<file path="src/rtl/counter_updn_param.sv">
// Parameterised up/down counter with a prescaler, selectable terminal behaviour
// (wrap, saturate, one-shot) and a registered terminal-event pulse.
module counter_updn_param #(
  parameter int WIDTH    = 4,
  parameter int PRESCALE = 1
) (
  input  logic             clk,
  input  logic             reset_p,
  input  logic             EN,
  input  logic             LOAD,
  input  logic [WIDTH-1:0] L,
  input  logic [WIDTH-1:0] A,
  input  logic [WIDTH-1:0] B,
  input  logic             D,
  input  logic [1:0]       MODE,
  output logic [WIDTH-1:0] Q,
  output logic             Z_carry,
  output logic             DONE,
  output logic             state_o
);

  typedef enum logic {
    RUN  = 1'b0,
    STOP = 1'b1
  } state_t;

  localparam int            PW   = (PRESCALE > 1) ? $clog2(PRESCALE) : 1;
  localparam logic [PW-1:0] PMAX = PW'(PRESCALE - 1);

  logic [WIDTH-1:0] q_q, q_d;
  logic             z_q, z_d;
  logic             done_q, done_d;
  state_t           state_q, state_d;
  logic [PW-1:0]    presc_q, presc_d;
  logic             tick;
  logic             terminal;

  assign tick = EN && (presc_q == PMAX);

  always_comb begin
    q_d      = q_q;
    z_d      = 1'b0;
    done_d   = done_q;
    state_d  = state_q;
    presc_d  = presc_q;
    terminal = 1'b0;

    // The prescaler keeps running in STOP; only the resulting ticks are ignored.
    if (EN) begin
      presc_d = tick ? '0 : presc_q + PW'(1);
    end

    if (LOAD) begin
      q_d     = L;
      presc_d = '0;
      done_d  = 1'b0;
      state_d = RUN;
    end else if (tick && (state_q == RUN)) begin
      if (D) begin
        if (q_q < A) q_d = q_q + WIDTH'(1);
        else         terminal = 1'b1;
      end else begin
        if (q_q != '0) q_d = q_q - WIDTH'(1);
        else           terminal = 1'b1;
      end

      if (terminal) begin
        z_d = 1'b1;
        case (MODE)
          2'b01: ;
          2'b10: begin
            done_d  = 1'b1;
            state_d = STOP;
          end
          default: q_d = D ? '0 : B;
        endcase
      end
    end
  end

  always_ff @(posedge clk) begin
    if (reset_p) begin
      q_q     <= '0;
      z_q     <= 1'b0;
      done_q  <= 1'b0;
      state_q <= RUN;
      presc_q <= '0;
    end else begin
      q_q     <= q_d;
      z_q     <= z_d;
      done_q  <= done_d;
      state_q <= state_d;
      presc_q <= presc_d;
    end
  end

  assign Q       = q_q;
  assign Z_carry = z_q;
  assign DONE    = done_q;
  assign state_o = state_q;

endmodule

</file>
<file path="config.mk">
export PLATFORM = sky130hd
export DESIGN_NAME = counter_updn_param
export DESIGN_NICKNAME = d
export VERILOG_FILES = /design/src/rtl/counter_updn_param.sv
export SDC_FILE = /design/constraint.sdc
export NUM_CORES = 1
export LEC_CHECK = 0
export CAP_MARGIN = 20
export CORE_MARGIN = 2
export CORE_UTILIZATION = 43
export CTS_CLUSTER_SIZE = 25
export DETAILED_ROUTE_END_ITERATION = 16
export PLACE_DENSITY = 0.89
export SLEW_MARGIN = 15
export SYNTH_ARGS = -nofsm -noshare
export SYNTH_HDL_FRONTEND = slang
export SYNTH_SLANG_ARGS = --single-unit
export TNS_END_PERCENT = 1
</file>
<file path="constraint.sdc">
create_clock -name clk -period 2.6 [get_ports clk]
set_input_delay 0.65 -clock clk [delete_from_list [all_inputs] [get_ports clk]]
set_output_delay 0.65 -clock clk [all_outputs]
set_load 0.005 [all_outputs]
</file>
==> impl_metrics.py, run 1 <==
metrics = {
    "yosys": {
        "syn_area_per_cell_um2": 7.76,
        "ys_seq_elements": 7,
        "synthArstFlopShare": 0,
        "synth_cells": 88,
        "synth-edff-count": 0,
        "synth_area_leader_cell": "dfxtp_1",
        "ys_types": 41,
        "synth_top_area_share": 0.205,
        "yosysWarnings": 0,
        "syn_nets": 113,
        "syn_area_um2": 683,
        "yosys-top-cells-area": "dfxtp_1 21%, ha_1 11%, nand2b_1 5.5%",
        "synth_common_cells": "8 x nand2_1, 7 x dfxtp_1, 7 x inv_1, 6 x ha_1, 6 x nand2b_1",
        "seq_area_frac_synth": 0.205,
        "synthFlopType": "dfxtp_1",
        "synth_most_common_cell": "nand2_1",
    },
    "cts": {
        "cts_setup_buffers": 0,
        "ctsHoldBuffers": 0,
        "cts-root-buf": "clkbuf_4",
        "cts_buffer_depth": 2,
        "clkTransAtPathRegs_ns": 0.06,
        "clock_sinks": 7,
        "post_cts_resized": 0,
        "clk_latency_ns": 0.26,
        "cts-buffers-inserted": 3,
        "cts_tree": "built",
        "h-tree-depth": 1,
    },
    "sta": {
        "hold_viol_final": 0,
        "clock_skew_ns": 0.00316,
        "period_share": 0.933,
        "finalSetupViolations": 0,
        "rsz0062_at_grt": "false",
        "maxSlewHeadroom": 0.670,
        "drv_slew": 0,
        "worst_slack_ns": 0.174,
        "fmax_mhz": 412,
        "tightest_slew_ns": 0.494,
        "fin_crit_ns": 2.43,
    },
    "floorplan": {
        "die-area_um2": 1920,
        "ios": 26,
        "die_w_um": 43.9,
        "rows": 14,
        "dieHeight_um": 43.9,
        "initial_core_util": 0.453,
        "core_area_um2": 1510,
    },
    "worst_setup_path": {
        "worstSetupStartpoint": "A[1]",
        "worst_path_largest_cell_delay_ns": 0.45,
        "r2r_slack_ns": 0.53,
        "crit_fanout": 5,
        "path_class": "in2reg",
        "cp_cell_sequence": "clkdlybuf4s50_1 -> inv_1 -> ha_1 -> o211ai_1 -> nor4bb_1 -> mux2_2 -> a22oi_1",
        "cp_top_family": "buffers and inverters",
        "r2r_start": "Q[1]",
        "crit_path_end_kind": "flip-flop",
        "worstSetupStartpointType": "input pin",
        "slowest_stage": "clkdlybuf4s50_1",
        "worstPathArrival_ns": 2.61,
        "critPathBufInv": 2,
        "cp.required_ns": 2.78,
    },
    "finish": {
        "diodes": 0,
        "area_growth_pct": 47.8,
        "drive_gt1_frac": 0.108,
        "nNetsFinal": 146,
        "fin_util": 0.670,
        "fill_cells": 133,
    },
    "global_route": {
        "gr-total-overflow": 0,
        "grt_max_degree": 11,
        "grt_pass1_vias": 736,
        "antenna_found_initial": 0,
        "grt_usage": 0.226,
        "grt_pass1_wl_mm": 3.26,
    },
    "route": {
        "viasPerCell": 5.87,
        "drcViolationCount": 0,
        "firstDrtPassIters": 4,
        "wl_per_cell_um": 14.1,
        "drt_iter0_drc": 27,
        "vias": 798,
        "totalWireLength_mm": 1.92,
        "detail-route-antenna-nets": 0,
    },
    "placed_design": {
        "port_buffers": 25,
        "dp_hpwl_mm": 1.52,
        "place_ws_ns": -0.0784,
        "gp_congestion": 0.827,
    },
    "flow_run": {
        "max_cap_viol_count": 0,
    },
    "power_and_ir_drop": {
        "vdd_drop_max_mv": 0.184,
        "power.density_nw_per_um2": 379,
        "p_leak_nw": 0.414,
    },
    "worst_hold_path": {
        "worstHoldPathType": "reg2reg",
        "hp-start": "presc_q",
    },
    "status": {
        "status": "finished clean",
    },
}
[worst paths after layout]
kind	endpoint	cells past startpoint
worst min register to register	presc_q	1
worst max-delay path	Q[3]	7
worst max register to register	Q[3]	5
worst min-delay path	presc_q	1
[through the flow]
step,power [W],instances,hold slack [ns],area [um^2],TNS [ns]
after floorplan,0.000204,88,0.467,683,0
after global placement,0.000268,132,0.475,983,0
after detailed placement,0.000274,132,0.495,983,-0.0784
after CTS,0.000383,136,0.504,1010,0
after global routing,0.000408,136,0.517,1010,0
final,0.000383,136,0.502,1010,0
[metal layers]
layer,vias to the layer above,share of wire,global-route usage
li1,392,-,-
met3,7,0.048,0.0458
met5,-,0,0
met4,0,0.021,0.103
met1,378,0.43,0.281
met2,21,0.50,0.374
[report_power, final]
| group | internal, W | total, W | switching (W) | leakage [nW] |
|---|---|---|---|---|
| sequential | 0.000113 | 0.000126 | 0.0000131 | 0.0573 |
| combinational | 0.0000822 | 0.000146 | 0.0000641 | 0.341 |
| clock | 0.0000593 | 0.000110 | 0.0000508 | 0.0150 |
| total | 0.000255 | 0.000383 | 0.000128 | 0.414 |
[area by class of cell]
cell class / count / area, um^2 / area share
clock buffers: 4 / 26.3 / 0.0260
inverters: 7 / 26.3 / 0.0260
multi-input cells: 71 / 502 / 0.497
flip-flops and latches: 7 / 140 / 0.139
well taps: 16 / 20.0 / 0.0198
repair buffers: 31 / 295 / 0.292
[worst reg2reg max path: stages (launching register included)]
cell	delay, ns
dfxtp_1	0.51
ha_1	0.30
o211ai_1	0.31
nor4bb_1	0.36
mux2_2	0.37
a22oi_1	0.15
[cells by family (layout without fill, tap and decap cells)]
kind of cell	Yosys count	after routing	synth area share
mux	2	2	0.0311
flops	7	7	0.205
fa+ha+maj	6	6	0.110
compound gates	24	24	0.266
simple gates	39	39	0.328
buf+inv	10	42	0.0604
[state kept, by name (all words and copies together), names as in the netlist]
register  flops
Q             4
Z_carry       1
presc_q       1
state_o       1
[cells in the final DEF, fill, tap and decap left out, types with 3 or more instances in the layout]
cell | netlist | routed
dfxtp_1 | 7 | 7
nand2b_1 | 6 | 6
nor3_1 | 4 | 4
nor2_1 | 3 | 3
o211ai_1 | 3 | 3
a21oi_1 | 3 | 3
buf_4 | 1 | 6
ha_1 | 6 | 6
clkdlybuf4s50_1 | 0 | 25
a22oi_1 | 3 | 3
inv_1 | 7 | 7
clkbuf_4 | 0 | 3
nand2_1 | 8 | 8
Power figures use the tool's default switching activity.
==> inputs of run 2 (changes only) <==
--- a/config.mk
+++ b/config.mk
@@ -13,2 +13,3 @@
 export PLACE_DENSITY = 0.89
+export SKIP_LAST_GASP = 1
 export SLEW_MARGIN = 15
--- a/constraint.sdc
+++ b/constraint.sdc
@@ -3,2 +3,2 @@
 set_output_delay 0.65 -clock clk [all_outputs]
-set_load 0.005 [all_outputs]
+set_load 0.01 [all_outputs]
==> results of run 2 <==
Same layout as run 1 (identical final DEF). Status: finished clean.
Main changes from that run: total power 0.000383 W -> 0.000385 W
